[src/rtl/src_fetch.sv]
// rtl/src_fetch.sv - operand fetch from PC, register file, data memory or immediate
module src_fetch #(
    parameter int WIDTH   = 32,
    parameter int RADDR   = 5,
    parameter int TIMEOUT = 255
) (
    input  logic             clk,
    input  logic             rst,
    input  logic             req,
    input  logic [1:0]       sel,
    input  logic [WIDTH-1:0] addr,
    input  logic [WIDTH-1:0] pc,
    input  logic [WIDTH-1:0] imm,
    output logic             reg_re,
    output logic [RADDR-1:0] reg_addr,
    input  logic [WIDTH-1:0] reg_din,
    output logic             mem_req,
    output logic [WIDTH-1:0] mem_addr,
    input  logic             mem_ack,
    input  logic [WIDTH-1:0] mem_din,
    output logic [WIDTH-1:0] dout,
    output logic             dout_valid,
    input  logic             dout_ready,
    output logic             err,
    output logic             busy
);

    // Counter only has to reach TIMEOUT-1, so it never wraps.
    localparam int CW = (TIMEOUT < 2) ? 1 : $clog2(TIMEOUT + 1);
    localparam logic [CW-1:0] CNT_LAST = CW'(TIMEOUT - 1);

    localparam logic [1:0] SEL_PC  = 2'b00;
    localparam logic [1:0] SEL_REG = 2'b01;
    localparam logic [1:0] SEL_MEM = 2'b10;
    localparam logic [1:0] SEL_IMM = 2'b11;

    typedef enum logic [1:0] {
        IDLE     = 2'd0,
        REG_WAIT = 2'd1,
        MEM_WAIT = 2'd2,
        DONE     = 2'd3
    } state_t;

    state_t           state_q;
    logic             reg_re_q;
    logic [RADDR-1:0] reg_addr_q;
    logic             mem_req_q;
    logic [WIDTH-1:0] mem_addr_q;
    logic [WIDTH-1:0] dout_q;
    logic             dout_valid_q;
    logic             err_q;
    logic [CW-1:0]    cnt_q;

    // Fetch sequencer: every output is a register updated only here.
    always_ff @(posedge clk) begin
        if (rst) begin
            state_q      <= IDLE;
            reg_re_q     <= 1'b0;
            reg_addr_q   <= '0;
            mem_req_q    <= 1'b0;
            mem_addr_q   <= '0;
            dout_q       <= '0;
            dout_valid_q <= 1'b0;
            err_q        <= 1'b0;
            cnt_q        <= '0;
        end else begin
            case (state_q)
                IDLE: begin
                    if (req) begin
                        case (sel)
                            SEL_PC: begin
                                dout_q       <= pc;
                                err_q        <= 1'b0;
                                dout_valid_q <= 1'b1;
                                state_q      <= DONE;
                            end
                            SEL_IMM: begin
                                dout_q       <= imm;
                                err_q        <= 1'b0;
                                dout_valid_q <= 1'b1;
                                state_q      <= DONE;
                            end
                            SEL_REG: begin
                                reg_re_q   <= 1'b1;
                                reg_addr_q <= addr[RADDR-1:0];
                                state_q    <= REG_WAIT;
                            end
                            default: begin
                                mem_req_q  <= 1'b1;
                                mem_addr_q <= addr;
                                cnt_q      <= '0;
                                state_q    <= MEM_WAIT;
                            end
                        endcase
                    end
                end
                REG_WAIT: begin
                    reg_re_q     <= 1'b0;
                    dout_q       <= reg_din;
                    err_q        <= 1'b0;
                    dout_valid_q <= 1'b1;
                    state_q      <= DONE;
                end
                MEM_WAIT: begin
                    // A late ack on the final counted cycle still wins over the timeout.
                    if (mem_ack) begin
                        mem_req_q    <= 1'b0;
                        dout_q       <= mem_din;
                        err_q        <= 1'b0;
                        dout_valid_q <= 1'b1;
                        state_q      <= DONE;
                    end else if (cnt_q == CNT_LAST) begin
                        mem_req_q    <= 1'b0;
                        dout_q       <= '0;
                        err_q        <= 1'b1;
                        dout_valid_q <= 1'b1;
                        state_q      <= DONE;
                    end else begin
                        cnt_q <= cnt_q + CW'(1);
                    end
                end
                default: begin
                    if (dout_ready) begin
                        dout_valid_q <= 1'b0;
                        state_q      <= IDLE;
                    end
                end
            endcase
        end
    end

    assign reg_re     = reg_re_q;
    assign reg_addr   = reg_addr_q;
    assign mem_req    = mem_req_q;
    assign mem_addr   = mem_addr_q;
    assign dout       = dout_q;
    assign dout_valid = dout_valid_q;
    assign err        = err_q;
    assign busy       = (state_q != IDLE);

endmodule
[config.mk]
export PLATFORM = sky130hd
export DESIGN_NAME = src_fetch
export DESIGN_NICKNAME = d
export VERILOG_FILES = /design/src/rtl/src_fetch.sv
export SDC_FILE = /design/constraint.sdc
export NUM_CORES = 1
export LEC_CHECK = 0
export CAP_MARGIN = 10
export CORE_UTILIZATION = 30
export DETAILED_ROUTE_END_ITERATION = 10
export SLEW_MARGIN = 25
export SYNTH_ARGS = -nofsm -noshare
export SYNTH_HDL_FRONTEND = slang
export SYNTH_SLANG_ARGS = --single-unit
[constraint.sdc]
create_clock -name clk -period 4.31 [get_ports clk]
set_input_delay 0.431 -clock clk [delete_from_list [all_inputs] [get_ports clk]]
set_output_delay 0.431 -clock clk [all_outputs]
set_load 0.005 [all_outputs]
==> results of run 1 <==
## layer usage
metal | vias up | global-route usage
met5 | - | 0
met4 | 0 | 0.05677
met3 | 15 | 0.04674
met2 | 213 | 0.3180
met1 | 2274 | 0.2194
li1 | 2443 | -
## cells in the mapped netlist, drive strengths merged (2+ instances only)
master  instances  area share
nand2         103       0.079
dfxtp          83        0.34
o21ai          42       0.043
a21oi          40       0.043
o211ai         34       0.075
buf            33       0.038
o41ai          33        0.10
a32oi          32       0.057
mux2           32       0.073
clkbuf         26       0.020
ha             12       0.031
inv             8      0.0061
nor2            8      0.0061
nand3           7      0.0082
mux2i           5       0.010
or3             5      0.0064
a31oi           4      0.0051
and3            4      0.0071
nand4           4      0.0051
nor3            3      0.0031
o31ai           3      0.0046
and2            2      0.0026
nor2b           2      0.0026
o221a           2      0.0046
## worst max-delay path, stage by stage, from the launching register on
cell	delay, ns
dfxtp_1	0.33
inv_1	0.14
ha_2	0.56
nand2b_4	0.12
a21oi_4	0.12
buf_4	0.74
nor2_1	0.15
o31ai_1	0.22
## layout make-up
class	instances	area, um^2
clock buffer	9	225.2
clock inverter	7	103.9
fill	1497	8238
inverter	9	33.78
multi-input combinational	391	2954
sequential	83	1662
tap	216	270.3
timing repair buffer	247	2456
## registers in the layout, indices dropped and copies added, names as in the netlist
name / count
cnt_q: 8
dout: 32
dout_valid: 1
err: 1
mem_addr: 32
mem_req: 1
reg_addr: 5
reg_re: 1
state_q: 2
## worst max-delay path by stage
stage,startpoint,end,slack [ns],depth (start not counted)
2_1_floorplan,cnt_q[0],dout[14],2.60,8
3_5_place_dp,sel[1],dout[9],1.68,7
4_1_cts,state_q[0],state_q[1],1.81,7
6_report,state_q[0],state_q[0],1.80,7
5_1_grt,state_q[0],dout[3],1.58,7
3_3_place_gp,sel[1],mem_addr[11],1.66,5
## cells by family after synthesis
family / after synthesis
AOI/OAI and AO/OA: 199
adders and majority gates: 12
buffers and inverters: 68
DFF: 83
muxes: 37
and+or+nand+nor: 143
## placed cells by master, fill, tap and decap left out, types with 9 or more instances in the layout
cell and instances:
nand2_1 103, clkbuf_16 9, ha_1 9, mux2_2 32, a32oi_1 32, o211ai_2 20
dfxtp_1 83, o41ai_2 28, o211ai_1 13, clkdlybuf4s50_1 239, o21ai_0 37, a21oi_1 39
## power groups by stage
stage          clock network (mW)  registers, mW  logic (mW)
2_1_floorplan                   0           1.07        1.23
3_3_place_gp                    0           1.06        1.97
3_5_place_dp                    0           1.07        1.99
4_1_cts                     0.883           1.06        2.00
6_report                    0.860           1.06        1.98
5_1_grt                     0.905           1.08        2.19
## per-stage QoR
| step | area (um^2) | setup slack (ns) | std cells |
|---|---|---|---|
| 2_1_floorplan | 4903 | 2.601 | 542 |
| 3_3_place_gp | 7356 | 1.663 | 946 |
| 3_5_place_dp | 7362 | 1.676 | 946 |
| 4_1_cts | 7691 | 1.811 | 962 |
| 5_1_grt | 7705 | 1.576 | 962 |
| 6_report | 7705 | 1.797 | 962 |
==> results.json, run 1 <==
{
  "power_density_nw_per_um2": 505.9,
  "postCtsSetupBuffers": 0,
  "cp-start-kind": "flop",
  "cts_hold_buffers": 0,
  "synth-adder-area-share": 0.03062,
  "finalSetupViolations": 0,
  "io_buffers": 240,
  "holdPathEnd": "mem_addr[18]",
  "tns_ns": 0,
  "grt_pass1_wl_mm": 24.03,
  "cts_made_buffers": 9,
  "nets": 920,
  "place.gp.congestion": 0.7815,
  "cts_htree_levels": 3,
  "synthXorXnorAreaFrac": 0,
  "cts_resized": 0,
  "pwr-share-clk": 0.221,
  "die_y_um": 129.8,
  "hp-class": "flop to flop",
  "syn2layout_area_growth_pct": 57.13,
  "finClkSkew_ns": 0.005716,
  "critPathArrivalTime_ns": 2.76,
  "r2r_setup_slack_ns": 1.80,
  "path_clk_slew_ns": 0.06,
  "swShare": 0.3975,
  "power_mw": 3.898,
  "grt_pass1_vias": 4741,
  "grt_setup_unrepaired": "false",
  "via_count": 4945,
  "criticalPathCategory": "flop to flop",
  "maxSlewHeadroom": 0.3520,
  "cts_tree": "yes",
  "peakVddDrop_v": 0.0003420,
  "wl_met3_mm": 1.325,
  "highest_layer": "met4",
  "synth-compound-area-share": 0.3516,
  "worst_slew_pin_slew_ns": 0.9719,
  "reg2reg_to": "state_q[0]",
  "clock_sinks": 83,
  "remaining_drc_errors": 0,
  "power.switching_mw": 1.550,
  "diodes": 0,
  "synthFlopType": "dfxtp_1",
  "drt-vias-per-instance": 5.140,
  "leakage_nw": 2.752,
  "cts_buffer_depth": 2,
  "critPathCaptureType": "flop",
  "yosysSeqAreaShare": 0.3389,
  "wl_per_cell_um": 16.39,
  "synth_top_family_by_area": "compound AO/OA/AOI/OAI gates",
  "min-delay-start": "mem_addr[18]",
  "outcome": "finished clean",
  "fmax_mhz": 397.9,
  "cts-root-buf": "clkbuf_16",
  "initial_core_util": 0.3076,
  "cp.required_ns": 4.56,
  "final.hold.worst_slack_ns": 0.4537,
  "rr_startpoint": "state_q[0]",
  "min_period_ns": 2.513,
  "dieArea_um2": 16860,
  "coreArea_um2": 15940,
  "ant_nets": 0,
  "dieWidth_um": 129.8,
  "utilization": 0.4833,
  "gr-usage-all-layers": 0.1826,
  "num_rows": 46,
  "holdPathStages": 2,
  "synth_cell_type_count": 50,
  "antenna_found_initial": 0,
  "synth_area_per_cell_um2": 9.047,
  "maxCapViolations": 0,
  "drt_iter0_drc": 233,
  "final_layout_size_suffix_gt1_frac": 0.1582,
  "grt_max_degree": 83,
  "grt.overflow.total": 0,
  "place_hpwl_mm": 11.24,
  "synthMuxAreaShare": 0.08369,
  "p_seq_frac": 0.271,
  "ys_async_sr_fraction": 0,
  "drv_slew": 0,
  "wl_met1_mm": 6.736,
  "synth_edf_count": 0,
  "ff2ff_path_depth": 7,
  "yosys_register_bits": 83,
  "synth-simple-area-share": 0.1301,
  "power.internal_mw": 2.349,
  "clk_latency_ns": 0.34,
  "netlist_area_um2": 4903,
  "ys_warn_count": 0,
  "io_pins": 241,
  "synth_fp_nets": 721,
  "firstDrtPassIters": 4,
  "crit_fanout": 72,
  "met2_length_mm": 7.483,
  "syn-instance-count": 542,
  "drt_wl_total_mm": 15.76,
  "combPwrFrac": 0.508,
  "hold_violations": 0,
  "min_period_over_period": 0.5832
}
No activity file was read; power rests on OpenSTA's default activity.
==> run 2, diff against run 1 <==
==> constraint.sdc (replaced) <==
create_clock -name clk -period 2.3 [get_ports clk]
set_input_delay 0.23 -clock clk [delete_from_list [all_inputs] [get_ports clk]]
set_output_delay 0.23 -clock clk [all_outputs]
set_load 0.005 [all_outputs]
==> run 2 against run 1 <==
  * Die area unchanged
  * Register-to-register slack lost 1.4 ns
  * Power is 93% higher
  * Worst setup slack worse by 1.5 ns
  * Sequential share of layout area fell by 0.49 points
==> results.json, run 2 (synthesized netlist as in run 1, its figures left out) <==
{
  "place_ws_ns": 0.1631,
  "drt_iter0_drc": 188,
  "grt_max_degree": 43,
  "reg2reg_to": "dout[20]",
  "final_common_cell": "clkdlybuf4s50_1",
  "maxCapViolations": 0,
  "path_clk_slew_ns": 0.07,
  "ff2ff_path_depth": 7,
  "critPathCaptureType": "output pin",
  "drv_slew": 0,
  "grt_setup_unrepaired": "false",
  "remaining_drc_errors": 0,
  "outcome": "finished clean",
  "clk_latency_ns": 0.34,
  "firstDrtPassIters": 4,
  "rr_startpoint": "cnt_q[0]",
  "postCtsSetupBuffers": 0,
  "grt_pass1_wl_mm": 24.32,
  "cts-root-buf": "clkbuf_16",
  "final_layout_size_suffix_gt1_frac": 0.1689,
  "hold_violations": 0,
  "coreArea_um2": 15940,
  "nFillCells": 1454,
  "grt_pass1_vias": 4646,
  "place.gp.congestion": 0.8071,
  "fmax_mhz": 500.3,
  "antenna_found_initial": 0,
  "fin_cells": 974,
  "dpl_cell_area_um2": 7546,
  "critPathArrivalTime_ns": 1.77,
  "min_period_ns": 1.999,
  "crit_fanout": 15,
  "utilization": 0.4944,
  "worst_slack_ns": 0.3012,
  "via_count": 4999,
  "cts_made_buffers": 9,
  "leakage_nw": 2.842,
  "hp-class": "input pin to flop",
  "clock_sinks": 83,
  "grt.overflow.total": 0,
  "cp.required_ns": 2.07,
  "worst_slew_pin_slew_ns": 0.4189,
  "finalSetupViolations": 0,
  "maxSlewHeadroom": 0.7207,
  "dieWidth_um": 129.8,
  "cts_buffer_depth": 2,
  "fin_area_um2": 7883,
  "dieArea_um2": 16860,
  "layout_common_cells": "clkdlybuf4s50_1, nand2_1, dfxtp_1",
  "min_period_over_period": 0.8690,
  "num_rows": 46,
  "min-delay-start": "rst",
  "io_buffers": 240,
  "cts_htree_levels": 3,
  "r2r_setup_slack_ns": 0.38,
  "drt-vias-per-instance": 5.132,
  "ant_nets": 0,
  "nets": 932,
  "io_pins": 241,
  "place_hpwl_mm": 12.01,
  "finClkSkew_ns": 0.007497,
  "syn2layout_area_growth_pct": 60.76,
  "wl_per_cell_um": 16.54,
  "cts_hold_buffers": 0,
  "peakVddDrop_v": 0.0005742,
  "initial_core_util": 0.3076,
  "power_density_nw_per_um2": 954.8,
  "holdPathStages": 2,
  "holdPathEnd": "reg_addr[3]",
  "die_y_um": 129.8,
  "power_mw": 7.526,
  "diodes": 0,
  "drt_wl_total_mm": 16.11,
  "criticalPathCategory": "flop to output pin",
  "cp-start-kind": "flop",
  "gr-usage-all-layers": 0.1861,
  "dpl.cell_count": 958,
  "cts_tree": "yes",
  "cts_resized": 0,
  "final.hold.worst_slack_ns": 0.3170,
  "tns_ns": 0
}
run 2: how the worst max path moves through the flow:
stage          startpoint  endpoint  depth (start not counted)  slack [ns]
6_report       state_q[0]      busy                          4        0.30
5_1_grt          cnt_q[0]  dout[14]                          7        0.18
3_3_place_gp       sel[0]  dout[31]                          6        0.20
2_1_floorplan    cnt_q[0]  dout[14]                          8        0.59
3_5_place_dp       sel[1]  dout[31]                          6        0.16
4_1_cts        state_q[0]      busy                          4        0.28
run 2: metal layers:
layer	vias up	global-route usage	wire, um
li1	2457	-	-
met1	2321	0.2234	6867
met2	209	0.3249	7755
met3	12	0.04633	1299
met4	0	0.05882	189
met5	-	0	0
run 2: area by class of cell:
type,count,area [um^2],area share
Sequential cell,83,1662,0.2108
Timing Repair Buffer,259,2643,0.3352
Multi-Input combinational cell,391,2938,0.3727
Tap cell,216,270.3,0.03429
Clock inverter,6,97.59,0.01238
Clock buffer,10,239.0,0.03032
Inverter,9,33.78,0.004286
run 2: critical path, cell delays in order (launching register included):
cell,delay [ns]
dfxtp_1,0.34
inv_1,0.11
ha_2,0.39
inv_1,0.10
clkdlybuf4s50_1,0.49
run 2: power by group:
part / internal [mW] / switching, mW / total, mW
Clock: 0.994 / 0.621 / 1.62
Sequential: 1.77 / 0.218 / 1.99
Combinational: 1.80 / 2.12 / 3.92
